$ cat src/rtl/mux8_arbiter.sv
// Round-robin arbiter for a shared 8:1 mux. Each grant is a bounded burst of
// registered mux samples, followed by a one-cycle RELEASE and an IDLE arbitration edge.
module mux8_arbiter #(
  parameter int unsigned MAX_BURST = 4
) (
  input  logic       clk,
  input  logic       rst_n,
  input  logic [7:0] req,
  input  logic [7:0] d,
  output logic [2:0] sel,
  output logic [7:0] gnt,
  output logic       busy,
  output logic       y_q,
  output logic       y_valid
);

  typedef enum logic [1:0] {IDLE, GRANT, RELEASE} state_t;

  state_t     state;
  state_t     next_state;
  logic [2:0] last;
  logic [3:0] count;
  logic [2:0] winner;
  logic       burst_done;

  // The search starts just after the previous winner, so it wraps 7 -> 0 naturally in 3 bits.
  always_comb begin
    logic       found;
    logic [2:0] idx;
    winner = '0;
    found  = 1'b0;
    idx    = '0;
    for (int k = 1; k <= 8; k++) begin
      idx = last + k[2:0];
      if (!found && req[idx]) begin
        winner = idx;
        found  = 1'b1;
      end
    end
  end

  assign burst_done = (count + 4'd1) == 4'(MAX_BURST);

  always_ff @(posedge clk or negedge rst_n) begin
    if (!rst_n) state <= IDLE;
    else        state <= next_state;
  end

  always_comb begin
    next_state = state;
    case (state)
      IDLE:    if (|req) next_state = GRANT;
      GRANT:   if (!req[sel] || burst_done) next_state = RELEASE;
      RELEASE: next_state = IDLE;
      default: next_state = IDLE;
    endcase
  end

  always_comb begin
    gnt  = (state == GRANT) ? (8'd1 << sel) : 8'd0;
    busy = (state != IDLE);
  end

  // sel holds through RELEASE and IDLE; it only moves on an arbitration edge.
  always_ff @(posedge clk or negedge rst_n) begin
    if (!rst_n) begin
      sel     <= 3'd0;
      last    <= 3'd7;
      count   <= 4'd0;
      y_q     <= 1'b0;
      y_valid <= 1'b0;
    end else begin
      y_valid <= 1'b0;
      case (state)
        IDLE: begin
          if (|req) begin
            sel   <= winner;
            last  <= winner;
            count <= 4'd0;
          end
        end
        GRANT: begin
          if (req[sel]) begin
            y_q     <= d[sel];
            y_valid <= 1'b1;
            count   <= count + 4'd1;
          end
        end
        default: ;
      endcase
    end
  end

endmodule

$ cat config.mk
export PLATFORM = sky130hd
export DESIGN_NAME = mux8_arbiter
export DESIGN_NICKNAME = d
export VERILOG_FILES = /design/src/rtl/mux8_arbiter.sv
export SDC_FILE = /design/constraint.sdc
export NUM_CORES = 1
export LEC_CHECK = 0
export CORE_MARGIN = 10
export CORE_UTILIZATION = 49
export CTS_BUF_LIST = sky130_fd_sc_hd__clkbuf_4 sky130_fd_sc_hd__clkbuf_8 sky130_fd_sc_hd__clkbuf_16
export DETAILED_ROUTE_END_ITERATION = 10
export GPL_ROUTABILITY_DRIVEN = 0
export PLACE_DENSITY = 0.86
export SKIP_CTS_REPAIR_TIMING = 1
export SLEW_MARGIN = 20
export SYNTH_ARGS = -nofsm -noshare
export SYNTH_HDL_FRONTEND = slang
export SYNTH_SLANG_ARGS = --single-unit
$ cat constraint.sdc
create_clock -name clk -period 8.63 [get_ports clk]
set_clock_uncertainty 0.1 [all_clocks]
set_input_delay 1.726 -clock clk [delete_from_list [all_inputs] [get_ports clk]]
set_output_delay 1.726 -clock clk [all_outputs]
set_load 0.01 [all_outputs]
==> run metrics, run 1 <==
Sum Neg Setup Slack=0 ps; clk root buf=clkbuf_8; cell row count=22; final setup fails=0; sequential power share=0.172; Reg-to-Reg Start=last[0]; initial antenna violation count=0; hold slack=between 400 and 500 ps; CTS tree=built; Detailed Place HPWL=approximately 3600 µm; Max-slew headroom=0.449; via count=roughly 1600; FILL cells=314; Routed Antenna Nets=0; # diodes=0; final hold violation count=0; Clock Tree Buf Depth=2; I/O Buffers=31; Worst EP arrival=between 4000 and 5000 ps; syn_area_per_cell=roughly 9.9 µm²; Detailed Route WL=about 4600 µm; initial core utilization=0.505; Num CTS Buffers=3; status=complete, no violations; post-layout min period=around 4200 ps; proportion of layout cells with a drive suffix above 1=0.259; Worst Hold Launch=count[0]; number of synthesized flops with an enable pin=0; post-route cell area=2160 µm²; # clock sinks=14; area leader, netlist=mux4_2; Pint=between 0.0005 and 0.0006 W; Yosys cell types=52; WS Path Type=in2reg; clk slew on worst S/H paths=roughly 50 ps; Total Nets Final=roughly 230; Yosys warnings=0; leakage=around 0.82 nW; Core ar.=approximately 3600 µm²; Psw=approximately 0.00045 W; RSZ-0062 raised after global routing=false; overall die height=slightly above 80 µm; Final Max Tran Viols=0; Layout area overhead=17.9%; sw frac=0.465; reg2reg end=last[1]; # DRC=0; Gate power share=0.770; hold crit path type=reg2reg; power share of the clock group=0.058; Peak VDD IR=194 µV; Starting DRT DRC Count=approximately 160; hold endpoint=count[0]; first-pass GRT wire length=between 7000 and 8000 µm; Worst Path Required=around 8700 ps; Post-Syn Instances=186; drt wl/cell=18.3 µm; Seq. cell area=about 350 µm²; Die X-Extent=just over 80 µm; pin count of the biggest net entering global routing=21; sequential area share after synthesis=0.193; flop2flop setup slack=4580 ps; share of the synthesized area in the top cell type=0.196; highest clock rate=240 MHz; post-synthesis async set-or-reset flop share=1.00; multi-input logic area=about 1400 µm²; clock insertion delay at the later pin of the skew report=between 200 and 250 ps; GRT Util Overall=0.147; #FFs+latches synth=14; 1st-pass router iterations=5; CP Launch Type=input pin; Max Cap Viol=0; top-count cell post-synth=nor2_1; most common library cells after synthesis=nor2_1 (19), mux2_2 (17), mux4_2 (16); Worst Reg2Reg Path Length in Cells=8; PD cells=~440 nW/µm²; Worst Hold Depth=1; crit path max fanout=12; Worst Max-Slew Pin Slew=slightly above 800 ps; die area=between 6000 and 7000 µm²; Vias per Instance=around 6.2; CTS H-tree depth=1; syn nets=207; GRT overflow=0; # IOs=32; CP Capture Type=flip-flop; Area contributors post-synth=mux4_2 (20%), dfrtp_1 (15%), mux2_2 (10%); Netlist Area Pre-Place=~1800 µm²; vias in the first global route=about 1600; period utilization=0.483; total placed instance area=between 2000 and 2500 µm²; Top FF cell, synth=dfrtp_1
==> area by class of cell <==
class                   instances  share of cell area
inverters                       9              0.0156
well taps                      48              0.0278
repair buffers                 31               0.143
multi-input cells             147               0.627
flip-flops and latches         14               0.164
clock buffers                   4              0.0226
==> power groups by stage <==
stage           Clock, W  Sequential [W]  Combinational (W)
4_1_cts        0.0000575        0.000166           0.000739
3_3_place_gp           0        0.000164           0.000716
2_1_floorplan          0        0.000126           0.000631
6_report       0.0000561        0.000166           0.000741
5_1_grt        0.0000613        0.000175           0.000808
3_5_place_dp           0        0.000166           0.000735
==> cell usage in the layout, fill, tap and decap left out, types with 8 or more instances in the layout <==
cell | synthesis | layout
nand2b_1 | 9 | 9
o21ai_0 | 8 | 8
nor2_1 | 19 | 19
dfrtp_1 | 11 | 11
mux4_2 | 16 | 16
mux2i_1 | 11 | 11
clkdlybuf4s50_1 | 0 | 31
mux2_2 | 17 | 17
inv_1 | 9 | 9
nand2_1 | 9 | 9
==> worst max-delay path by stage <==
stage | start | to | slack (ps) | cells past startpoint
floorplan | req[2] | last[1] | 4920 | 7
global placement | req[0] | sel[0] | 4270 | 8
detailed placement | req[4] | last[1] | 4240 | 7
CTS | req[4] | sel[0] | 4490 | 8
global route | req[6] | sel[0] | 4260 | 8
finish | req[6] | sel[0] | 4470 | 8
==> kinds of logic after synthesis <==
group | share of synthesized area
AND/OR/NAND/NOR | 0.183
multiplexers | 0.383
AO/OA/AOI/OAI | 0.134
buffers and inverters | 0.0675
flip-flops | 0.193
XOR/XNOR | 0.0191
adder cells (fa/ha/maj) | 0.0205
==> registers in the layout, summed over array words and instances, names as in the netlist <==
| register | cells |
|---|---|
| y_valid | 1 |
| last | 3 |
| y_q | 1 |
| state | 2 |
| sel | 3 |
| count | 4 |
==> critical path, stage by stage <==
cell and delay [ps]:
clkdlybuf4s50_1 620, mux2_2 360, mux4_2 540, nor3_4 290, nand3_1 170, o2111a_1 190, a31oi_2 180, o21a_1 140
==> layer usage <==
metal	track usage	routed length, µm	vias up
met5	0	0	-
met1	0.188	2020	773
li1	-	-	748
met3	0.0199	235	4
met2	0.260	2350	55
met4	0.0260	41	0
==> stage by stage <==
step | power, W | setup slack [ps] | cells | utilization
2_1_floorplan | 0.000757 | 4920 | 186 | -
3_3_place_gp | 0.000881 | 4270 | 249 | 0.582
3_5_place_dp | 0.000901 | 4240 | 249 | 0.582
4_1_cts | 0.000962 | 4490 | 253 | 0.595
5_1_grt | 0.00104 | 4260 | 253 | 0.595
6_report | 0.000962 | 4470 | 253 | 0.595
(Power assumes the default switching activity.)
==> run 2: changes to the inputs <==
CORE_UTILIZATION = 48   (was 49)
PLACE_DENSITY = 0.88   (was 0.86)
clock period = 3.8 ns   (was 8.63 ns; I/O delays follow)
==> run metrics, run 2 (synthesis results as in run 1) <==
status=complete, no violations (unchanged); Detailed Place HPWL=3650 µm (was 3590 µm); Die X-Extent=81.8 µm (was 81.2 µm); Pint=0.00122 W (was 0.000514 W); clk root buf=clkbuf_8 (unchanged); Max-slew headroom=0.515 (was 0.449); drt wl/cell=18.3 µm (about the same); Final Max Tran Viols=0 (unchanged); Core ar.=3690 µm² (was 3630 µm²); Detailed Route WL=4730 µm (was 4640 µm); commonest non-fill, non-tap cells in the layout=clkdlybuf4s50_1 (31), nor2_1 (19), mux2_2 (17) (unchanged); Regs by FF count=count (4), last (3), sel (3) (unchanged); via count=1647 (was 1580); sw frac=0.461 (was 0.465); crit-path max cell delay=700 ps (was 620 ps); reg2reg end=last[1] (unchanged); CP Launch Type=flip-flop (was input pin); Reg-to-Reg Start=last[0] (unchanged); Cell Chain, Critical Path=inv_1, ha_1, buf_4, mux4_2, mux2_2, o32ai_2, nand4b_2, and2_4, mux2_4 (was clkdlybuf4s50_1, mux2_2, mux4_2, nor3_4, nand3_1, o2111a_1, a31oi_2, o21a_1); RSZ-0062 raised after global routing=false (unchanged); Starting DRT DRC Count=210 (was 161); Crit path buffers/inverters=2 (was 1); cell row count=22 (unchanged); 1st-pass router iterations=4 (was 5); clock insertion delay at the later pin of the skew report=240 ps (about the same); GRT Util Overall=0.141 (was 0.147); Routed Antenna Nets=0 (unchanged); Worst Path Required=3870 ps (was 8710 ps); PD cells=1020 nW/µm² (was 445 nW/µm²); Worst path top cell family by delay=multiplexers (unchanged); most flop-heavy register=count (unchanged); proportion of layout cells with a drive suffix above 1=0.276 (was 0.259); initial antenna violation count=0 (unchanged); multi-input logic area=1360 µm² (unchanged); initial core utilization=0.497 (was 0.505); # DRC=0 (unchanged); Slowest-stage cell, CP=dfstp_2 (was clkdlybuf4s50_1); Worst Max-Slew Pin Slew=722 ps (was 827 ps); Worst Hold Launch=count[0] (unchanged); clk slew on worst S/H paths=60 ps (was 50 ps); die area=6690 µm² (was 6590 µm²); final hold violation count=0 (unchanged); pin count of the biggest net entering global routing=15 (was 21); Sum Neg Setup Slack=0 ps (unchanged); Worst Hold Depth=1 (unchanged); Psw=0.00104 W (was 0.000448 W); I/O Buffers=31 (unchanged); # diodes=0 (unchanged); Vias per Instance=6.38 (was 6.25); leakage=0.846 nW (was 0.819 nW); Peak VDD IR=330 µV (was 194 µV); Max Cap Viol=0 (unchanged); CTS tree=built (unchanged); hold crit path type=reg2reg (unchanged); # clock sinks=14 (unchanged); CTS H-tree depth=1 (unchanged); Worst Reg2Reg Path Length in Cells=9 (was 8); Total Nets Final=232 (was 227); power share of the clock group=0.062 (was 0.058); flop2flop setup slack=480 ps (was 4580 ps); Gate power share=0.780 (was 0.770); # IOs=32 (unchanged); total power=0.00226 W (was 0.000962 W); highest clock rate=~300 MHz; Layout area overhead=20.3% (was 17.9%); FILL cells=313 (was 314); final setup fails=0 (unchanged); sequential power share=0.157 (was 0.172); post-layout min period=around 3300 ps; Clock Tree Buf Depth=2 (unchanged); first-pass GRT wire length=7650 µm (was 7910 µm); hold endpoint=count[0] (unchanged); WS Path Type=reg2reg (was in2reg); max reg flops=4 (unchanged); Num CTS Buffers=3 (unchanged); vias in the first global route=1557 (was 1567); CP Capture Type=flip-flop (unchanged); crit path max fanout=12 (unchanged); GRT overflow=0 (unchanged); most common cell after layout, fill and taps aside=clkdlybuf4s50_1 (unchanged); Seq. cell area=354 µm² (unchanged); Worst EP arrival=3390 ps (was 4240 ps); overall die height=81.8 µm (was 81.2 µm); period utilization=0.873
[run 2: cell type report]
type | instances | share of cell area
Sequential cell | 14 | 0.160
Multi-Input combinational cell | 147 | 0.615
Tap cell | 48 | 0.0272
Inverter | 9 | 0.0153
Clock buffer | 4 | 0.0249
Timing Repair Buffer | 36 | 0.158
[run 2: through the flow]
| stage | setup slack [ps] | utilization | hold WS, ps | cell area (µm²) | instances |
|---|---|---|---|---|---|
| final | 482 | 0.598 | 408 | 2210 | 258 |
| after global routing | 286 | 0.598 | 436 | 2210 | 258 |
| after CTS | 468 | 0.598 | 409 | 2210 | 258 |
| after detailed placement | 407 | 0.583 | 401 | 2150 | 254 |
| after global placement | 465 | 0.583 | 385 | 2150 | 254 |
| after floorplan | 536 | - | 361 | 1830 | 186 |
[run 2: power by group through the flow]
stage / clock network, W / registers (W) / logic, W
after floorplan: 0 / 0.000285 / 0.00143
after global placement: 0 / 0.000351 / 0.00170
after detailed placement: 0 / 0.000357 / 0.00174
after CTS: 0.000146 / 0.000354 / 0.00175
after global routing: 0.000156 / 0.000372 / 0.00191
final: 0.000141 / 0.000354 / 0.00176
[run 2: worst max-delay path by stage]
stage	end	slack, ps	cells after the start	startpoint
5_1_grt	last[0]	290	10	last[0]
6_report	last[1]	480	9	last[0]
3_3_place_gp	last[1]	460	8	req[0]
3_5_place_dp	last[1]	410	7	req[5]
4_1_cts	last[1]	470	9	last[0]
2_1_floorplan	last[1]	540	11	last[0]
[run 2: per-layer routing]
layer / GRT usage / part of all wire / vias up
li1: - / - / 751
met1: 0.177 / 0.41 / 804
met2: 0.230 / 0.47 / 73
met3: 0.0251 / 0.074 / 19
met4: 0.0612 / 0.040 / 0
met5: 0 / 0 / -
